$ cat src/rtl/timestamp_timer.sv
// timestamp_timer: prescaled timestamp counter with wrap/saturate overflow
// and independent valid/ack capture channels for event time stamping.
module timestamp_timer #(
    parameter int TIME_BITS           = 32,
    parameter int CLK_CYCLES_PER_TICK = 100,
    parameter int SATURATE            = 0,
    parameter int NUM_CAPTURE         = 2
) (
    input  logic                             clk,
    input  logic                             rst_n,
    input  logic                             en,
    input  logic                             clear,
    input  logic [NUM_CAPTURE-1:0]           capture,
    input  logic [NUM_CAPTURE-1:0]           cap_ack,
    output logic [TIME_BITS-1:0]             time_out,
    output logic                             tick,
    output logic                             overflow,
    output logic [NUM_CAPTURE*TIME_BITS-1:0] cap_time,
    output logic [NUM_CAPTURE-1:0]           cap_valid,
    output logic [NUM_CAPTURE-1:0]           cap_overrun
);
    localparam int PW = CLK_CYCLES_PER_TICK > 1 ? $clog2(CLK_CYCLES_PER_TICK) : 1;
    localparam logic [PW-1:0] PRESC_LAST = PW'(CLK_CYCLES_PER_TICK - 1);

    logic [PW-1:0]                    presc_q, presc_d;
    logic [TIME_BITS-1:0]             time_q, time_d;
    logic                             tick_q, tick_d, ovf_q, ovf_d, sat_q, sat_d;
    logic [NUM_CAPTURE*TIME_BITS-1:0] cap_time_q, cap_time_d;
    logic [NUM_CAPTURE-1:0]           cap_valid_q, cap_valid_d, cap_overrun_q, cap_overrun_d;
    logic                             last;

    assign last = presc_q == PRESC_LAST;

    always_comb begin
        presc_d = presc_q;
        time_d  = time_q;
        sat_d   = sat_q;
        tick_d  = 1'b0;
        ovf_d   = 1'b0;
        if (clear) begin
            presc_d = '0;
            time_d  = '0;
            sat_d   = 1'b0;
        end else if (en) begin
            presc_d = last ? '0 : presc_q + 1'b1;
            // At all-ones in saturate mode the increment is swallowed; overflow fires only on the first attempt.
            if (last && SATURATE != 0 && &time_q) begin
                sat_d = 1'b1;
                ovf_d = !sat_q;
            end else if (last) begin
                time_d = time_q + 1'b1;
                tick_d = 1'b1;
                ovf_d  = &time_q;
            end
        end
    end

    always_comb begin
        cap_time_d    = cap_time_q;
        cap_valid_d   = cap_valid_q;
        cap_overrun_d = cap_overrun_q & ~{NUM_CAPTURE{clear}};
        for (int i = 0; i < NUM_CAPTURE; i++) begin
            if (capture[i] && cap_valid_q[i] && !cap_ack[i]) begin
                cap_overrun_d[i] = 1'b1;
            end else if (capture[i]) begin
                cap_time_d[i*TIME_BITS +: TIME_BITS] = time_q;
                cap_valid_d[i] = 1'b1;
            end else if (cap_ack[i]) begin
                cap_valid_d[i] = 1'b0;
            end
        end
    end

    always_ff @(posedge clk or negedge rst_n) begin
        if (!rst_n) begin
            presc_q       <= '0;
            time_q        <= '0;
            tick_q        <= 1'b0;
            ovf_q         <= 1'b0;
            sat_q         <= 1'b0;
            cap_time_q    <= '0;
            cap_valid_q   <= '0;
            cap_overrun_q <= '0;
        end else begin
            presc_q       <= presc_d;
            time_q        <= time_d;
            tick_q        <= tick_d;
            ovf_q         <= ovf_d;
            sat_q         <= sat_d;
            cap_time_q    <= cap_time_d;
            cap_valid_q   <= cap_valid_d;
            cap_overrun_q <= cap_overrun_d;
        end
    end

    assign time_out    = time_q;
    assign tick        = tick_q;
    assign overflow    = ovf_q;
    assign cap_time    = cap_time_q;
    assign cap_valid   = cap_valid_q;
    assign cap_overrun = cap_overrun_q;
endmodule

$ cat config.mk
export PLATFORM = sky130hd
export DESIGN_NAME = timestamp_timer
export DESIGN_NICKNAME = d
export VERILOG_FILES = /design/src/rtl/timestamp_timer.sv
export SDC_FILE = /design/constraint.sdc
export NUM_CORES = 1
export LEC_CHECK = 0
export CAP_MARGIN = 10
export CORE_MARGIN = 2
export CORE_UTILIZATION = 41
export CTS_CLUSTER_SIZE = 10
export DETAILED_ROUTE_END_ITERATION = 8
export PLACE_DENSITY_LB_ADDON = 0.3
export REMOVE_ABC_BUFFERS = 1
export SYNTH_ARGS = -nofsm -noshare
export SYNTH_HDL_FRONTEND = slang
export SYNTH_SLANG_ARGS = --single-unit
$ cat constraint.sdc
create_clock -name clk -period 2.1 [get_ports clk]
set_input_delay 0.315 -clock clk [delete_from_list [all_inputs] [get_ports clk]]
set_output_delay 0.315 -clock clk [all_outputs]
set_load 0.01 [all_outputs]
* Word level (Yosys, flattened, before mapping)
Cells that the tools add are included.
** Operators by class
- Add/sub/neg operators :: 2
- Multiply operators :: 0
- Divide/modulo/power cells :: 0
- $lt $le $gt $ge :: 0
- Equality and inequality tests :: 1
- Shift operators :: 0
- Multiplexer cells :: 18
- Bitwise operators :: 4
- Reduce and logical (&&, ||, !) cells :: 16
** Operator list (count)
- 32-bit two-way mux :: 3
- 32-bit by 1-bit adder with 32-bit output (second input constant) :: 1
- 32-bit AND reduction :: 1
- 7-bit two-way mux :: 3
- 1-bit two-way mux :: 12
- 2-bit AND reduction :: 5
- 2-bit nonzero test :: 4
- 7-bit by 1-bit adder with 7-bit output (second input constant) :: 1
- 7-bit == test (second input constant) :: 1
- 1-bit logical AND :: 4
- 2-bit AND :: 1
- 1-bit logical NOT :: 2
- 1-bit NOT :: 2
- 2-bit NOT :: 1
** Word-level totals
- Bits in registers :: 109
- Latch bits :: 0
- Bits in writable memories :: 0
- Bits in read-only memories :: 0
- Input bits :: 8
- Output and inout bits :: 102
- Word-level logic and storage cells :: 50
- Memories kept :: 0

* Depth between registers and ports, before layout
Gate-level depths: netlist (run 1).
- Word-level depth :: 4
- Mapped depth :: 7

* Worst setup path before layout (run 1)
OpenSTA, ideal clock, no wires.
- Path kind :: flip-flop to flip-flop
- Start point :: reg presc_q[2]
- End point :: reg time_q[28], in the netlist time_out[28]
- Library setup time :: 132 ps
- Arrival :: 2022 ps
- Required time :: 1968 ps
- Path slack :: -54 ps
- Cell stages (with the launch flop) :: 7
- Buffers on the path :: 1
- Clock period less this slack :: 2154 ps
- Path through :: dfrtp_1 > or4b_4 > or4_1 > buf_2 > nor4_2 > xnor2_1 > nor2_1
** On the way
- Longest elaborated chain between the ends :: 3
** Ends and longest elaborated chain
- start, declared :: RTL line 25 : logic [PW-1:0] presc_q, presc_d;
- start signal, assigned :: RTL line 85 : presc_q <= presc_d;
- 7-bit == test :: RTL line 32 : assign last = presc_q == PRESC_LAST;
- 2-bit nonzero test (no source line)
- 2-bit AND reduction (no source line)
- end signal, assigned :: RTL line 86 : time_q <= time_d;
- end, declared :: RTL line 26 : logic [TIME_BITS-1:0] time_q, time_d;
Every way passes these cells.
A chain may end at the register's enable or synchronous reset.

* Worst setup path after layout (run 1)
Same ends and word-level chain as after synthesis.

==> results of run 1 <==
## registers in the layout, summed over array words and instances, names as in the netlist
name and flops:
time_out 32, tick 1, cap_valid 2, cap_overrun 2
overflow 1, presc_q 7, cap_time 64
## layer usage
layer | global-route usage [%] | up-vias | part of all wire (%)
met1 | 22.5 | 1689 | 44
li1 | - | 1599 | -
met2 | 30.1 | 82 | 48
met4 | 4.70 | 0 | 0.92
met3 | 5.45 | 7 | 6.9
met5 | 0 | - | 0
## worst max path at each step
stage,endpoint,slack (ns)
after global routing,time_out[28],-0.06
after global placement,time_out[30],-0.14
final,time_out[28],-0.01
after floorplan,time_out[28],-0.09
after CTS,time_out[28],-0.02
after detailed placement,time_out[28],-0.18
## kinds of logic after synthesis
family                     count (synthesis)  synth area share [%]
AOI/OAI and AO/OA                         19                  2.30
xor gates and xnor gates                  32                  6.14
DFF                                      109                  59.7
and+or+nand+nor                          132                  15.3
buffers and inverters                     20                  1.67
adders and majority gates                  2                 0.548
muxes                                     58                  14.3
## repair_timing
item,in CTS,in global routing
gates cloned,0,0
endpoints found under the setup margin,5,12
resized for setup,4,4
pin swaps,1,8
hold buffers,1,0
setup buffers,0,2
endpoints found under the hold margin,26,0
## where the power goes
part	total [W]	internal, W	leakage, nW	switching [W]
Combinational	0.000191	0.0000764	1.34	0.000115
Clock	0.00135	0.000604	0.108	0.000745
Sequential	0.00211	0.00211	1.51	0.00000561
Total	0.00365	0.00279	2.96	0.000865
## worst max-delay path, cell delays in order, from the launching register on
cell and delay (ns):
dfrtp_1 0.39, or4b_4 0.54, or4_4 0.54, nor4_4 0.33
xnor2_1 0.15, nor2_1 0.05
## placed cells by master (no fill, tap or decap), types with 2 or more instances in the layout
cell,instances
dfrtp_1,109
clkdlybuf4s50_1,108
mux2_2,58
buf_4,39
nor2_1,33
nand2_1,23
xnor2_1,19
nand3_1,15
xor2_1,13
nor3_1,12
nand4_1,11
clkbuf_8,10
o21ai_0,8
inv_1,7
and3_1,7
a21oi_1,6
nand2b_1,5
nor4_1,4
inv_6,4
buf_12,4
or3_1,3
nor4_4,3
o22ai_1,2
and4_1,2
and2_1,2
nand2_2,2
nand3b_1,2
and4bb_1,2
ha_1,2
## metrics by stage
stage / instance area (um^2) / setup TNS (ns) / power (W)
CTS: 6390 / -0.0555 / 0.00370
global route: 6420 / -0.178 / 0.00381
floorplan: 4520 / -0.308 / 0.00222
finish: 6420 / -0.0107 / 0.00365
detailed placement: 6150 / -0.690 / 0.00235
global placement: 6150 / -0.535 / 0.00234
## final cells by class
| class | count | area, um^2 |
|---|---|---|
| Clock inverter | 6 | 73.8 |
| Sequential cell | 109 | 2730 |
| Inverter | 7 | 26.3 |
| Tap cell | 140 | 175 |
| Timing Repair Buffer | 153 | 1480 |
| Fill cell | 927 | 4420 |
| Clock buffer | 10 | 138 |
| Multi-Input combinational cell | 243 | 1810 |
==> out/metrics.yaml, run 1 <==
outcome: "finished, violations left"
violations: "negative setup slack"
clockBufferDepth: 2
vias: 3377
drt_first_pass_iters: 6
r2r_slack_ns: -0.01
grt_pass1_wl_um: 16500
io_buffers: 109
die_area_um2: 12000
setup_viol: 1
max_freq_ghz: 0.474
fin_cells: 668
worst_slack_ns: -0.0107
netlist_instances: 372
cts-root-buf: "clkbuf_8"
reg2reg_from: "presc_q[2]"
critPathCaptureType: "flip-flop"
nets: 533
hold_violations: 0
syn-cell-area_um2: 4570
pwr_density_cell_nw_per_um2: 568
critical_path.startpoint: "presc_q[2]"
final_core_util_pct: 59.3
insertion_delay_ns: 0.38
dp_cells: 650
fin_skew_ns: 0.0131
yosys_warnings: 0
finalCriticalPeriod_ns: 2.11
grt_use_total_pct: 17.9
drtIter0Drc: 86
ys_types: 33
antenna_found_initial: 0
ys_ff_latch: 109
finalCritPeriodShare_pct: 101
arrival_ns: 2.39
maxCapViolCount: 0
start_util_pct: 42.1
die_y_um: 110
gp_congestion: 0.812
yosysTopAreaCell: "dfrtp_1"
power_leakage_nw: 2.96
dp_hpwl_um: 7290
syn_to_final_growth_pct: 40.6
holdWs_ns: 0.391
synth_area_leaders: "dfrtp_1, mux2_2, xnor2_1"
drive_gt1_share_pct: 24.1
synthFlopType: "dfrtp_1"
yosys-top-cells-count: "dfrtp_1, mux2_2, nor2_1, nand2_1, xnor2_1"
design.core.area_um2: 10800
ir_worst_vdd_mv: 0.310
max-slew-margin-rel_pct: 72.7
worst_ep_required_time_ns: 2.38
via_per_inst: 5.06
post-place-ws_ns: -0.176
wl_um: 10300
rsz0062_at_grt: "true"
grt_max_degree: 48
cts_tree: "yes"
synth_edf_count: 0
tightest_slew_ns: 0.409
synthArstFlopShare_pct: 100
gr-total-overflow: 0
fp-row-count: 38
cts_num_sinks: 109
yosysSeqAreaShare_pct: 59.7
slew_violations: 0
r2r_cells: 5
routedWlPerCell_um: 15.3
worst-path-max-fanout: 9
yosys.cell_count.top_type: "dfrtp_1"
critical_path_class: "flip-flop to flip-flop"
r2r-end: "time_out[28]"
num_antenna_cells: 0
cp-start-kind: "flip-flop"
clk_pin_slew_ns: 0.11
ant_nets: 0
die_w_um: 110
synth_area_per_cell_um2: 12.3
grt_pass1_vias: 3405
cts_buffers: 9
synth_top_cell_area_share_pct: 59.7
num_io_pins: 110
drc_errors: 0
h-tree-depth: 3
hold_class: "primary input to asynchronous set/reset pin"
Note: power is estimated with default switching activity, not from simulation.
==> run 2, diff against run 1 <==
- HOLD_SLACK_MARGIN: not set -> 0.05
- SETUP_SLACK_MARGIN: not set -> 0.1
==> run 2 against run 1 <==
Compared with the run above:
- the run still ends with negative setup slack left
- register-to-register slack got worse by 0.02 ns
- clock power barely moved
- die area did not move
- combinational power barely moved
- setup slack got worse by 0.024 ns
- power barely moved
- count of clock-buffer cells in the layout did not move
- sequential power barely moved
- worst hold slack barely moved
- sequential cell count did not move
- critical endpoint unchanged
- largest power group unchanged
==> out/metrics.yaml, run 2 (synthesis results as in run 1) <==
outcome: "finished, violations left"
violations: "negative setup slack"
gp_congestion: 0.812  # unchanged
multi_input_area_um2: 1850  # +2.4%
finalCritPeriodShare_pct: 102  # +1.1 points
maxCapViolCount: 0  # unchanged
die_area_um2: 12000  # unchanged
clk_pin_slew_ns: 0.11  # about the same
syn_to_final_growth_pct: 42.7
via_per_inst: 5.07  # +0.35%
vias: 3404  # +0.80%
worst_slack_ns: -0.0346  # -0.0239 ns
postLayoutCellArea_um2: 6520  # +1.4%
hold_violations: 0  # unchanged
fin_skew_ns: 0.0131  # +0.0000414 ns
worst-path-max-fanout: 5  # -4
critPathCaptureType: "flip-flop"
critical_path_class: "flip-flop to flip-flop"
start_util_pct: 42.1  # unchanged
num_antenna_cells: 0  # unchanged
setup_viol: 3  # +2
fillers: 912  # -1.6%
largest_reg_flops: 64  # unchanged
hold_class: "primary input to asynchronous set/reset pin"
dp_hpwl_um: 7290  # unchanged
ir_worst_vdd_mv: 0.310  # about the same
die_w_um: 110  # unchanged
pwr_density_cell_nw_per_um2: 560  # -1.5%
gr-total-overflow: 0  # unchanged
cts_num_sinks: 109  # unchanged
arrival_ns: 2.41  # +0.02 ns
h-tree-depth: 3  # unchanged
layout_common_cells: "dfrtp_1, clkdlybuf4s50_1, mux2_2"
die_y_um: 110  # unchanged
cp-start-kind: "flip-flop"
slew_violations: 0  # unchanged
antenna_found_initial: 0  # unchanged
insertion_delay_ns: 0.38  # about the same
cts_tree: "yes"
design.core.area_um2: 10800  # unchanged
clockBufferDepth: 2  # unchanged
post-place-ws_ns: -0.176  # unchanged
max_freq_ghz: 0.468  # -1.1%
tightest_slew_ns: 0.455  # +0.0460 ns
max-slew-margin-rel_pct: 69.6  # -3.1 points
grt_max_degree: 48  # unchanged
finalCriticalPeriod_ns: 2.13  # +0.0239 ns
drt_first_pass_iters: 4  # -2
io_buffers: 109  # unchanged
seq_area_um2: 2730  # unchanged
drive_gt1_share_pct: 25.8  # +1.7 points
cts-root-buf: "clkbuf_8"
final_core_util_pct: 60.1  # +0.85 points
detailed_place.area_um2: 6150  # unchanged
wl_um: 10400  # +1.7%
grt_pass1_vias: 3457  # +1.5%
drtIter0Drc: 73  # -15%
power_leakage_nw: 3.00  # +1.5%
rsz0062_at_grt: "true"
holdWs_ns: 0.391  # +0.000100 ns
cts_buffers: 9  # unchanged
fin_cells: 671  # +0.45%
worst_ep_required_time_ns: 2.38  # about the same
routedWlPerCell_um: 15.5  # +1.2%
grt_pass1_wl_um: 16800  # +1.4%
nets: 536  # +0.56%
drc_errors: 0  # unchanged
fp-row-count: 38  # unchanged
num_io_pins: 110  # unchanged
dp_cells: 650  # unchanged
grt_use_total_pct: 18.2  # +0.27 points
final_common_cell: "dfrtp_1"
ant_nets: 0  # unchanged
## run 2: path summary, 6_finish.rpt
kind	from	end	slack (ns)	cells after the start
setup reg to reg	presc_q[2]	time_out[28]	-0.03	6
hold reg to reg	cap_time[47]	cap_time[47]	0.49	2
max in group asynchronous	rst_n	time_out[10]	1.15	3
setup / recovery	presc_q[2]	time_out[28]	-0.03	6
hold / removal	rst_n	cap_time[60]	0.39	2
min in group clk	cap_time[47]	cap_time[47]	0.49	2
## run 2: cell type report
type | count | area share, %
Tap cell | 140 | 2.69
Multi-Input combinational cell | 243 | 28.4
Timing Repair Buffer | 156 | 23.4
Clock buffer | 10 | 2.11
Clock inverter | 6 | 1.13
Inverter | 7 | 0.403
Sequential cell | 109 | 41.9
## run 2: report_power, final
part           switching, W  total [W]  internal [W]
logic              0.000115   0.000192     0.0000764
registers        0.00000561    0.00211       0.00211
clock network      0.000743    0.00135      0.000604
## run 2: worst max-delay path: stages (launching register included)
cell and delay [ns]:
dfrtp_1 0.39, or4b_4 0.54, or4_4 0.44, buf_8 0.16
nor4_4 0.30, xnor2_1 0.16, nor2_1 0.05
## run 2: layer usage
metal	GRT usage, %	share of wire (%)
met5	0	0
met4	4.70	0.94
met3	5.75	7.1
met2	30.6	49
met1	22.7	43
## run 2: repair_timing
action	CTS	global route
gates cloned	1	0
gates resized for setup	10	8
hold buffers	1	0
setup endpoints to repair	9	17
pin swaps	3	5
setup buffers	2	1
endpoints found under the hold margin	26	0
## run 2: per-stage QoR
step                      setup TNS (ns)  power [W]
after CTS                        -0.0568    0.00370
after global placement            -0.535    0.00234
after global routing              -0.347    0.00381
after floorplan                   -0.308    0.00222
final                            -0.0643    0.00365
after detailed placement          -0.690    0.00235
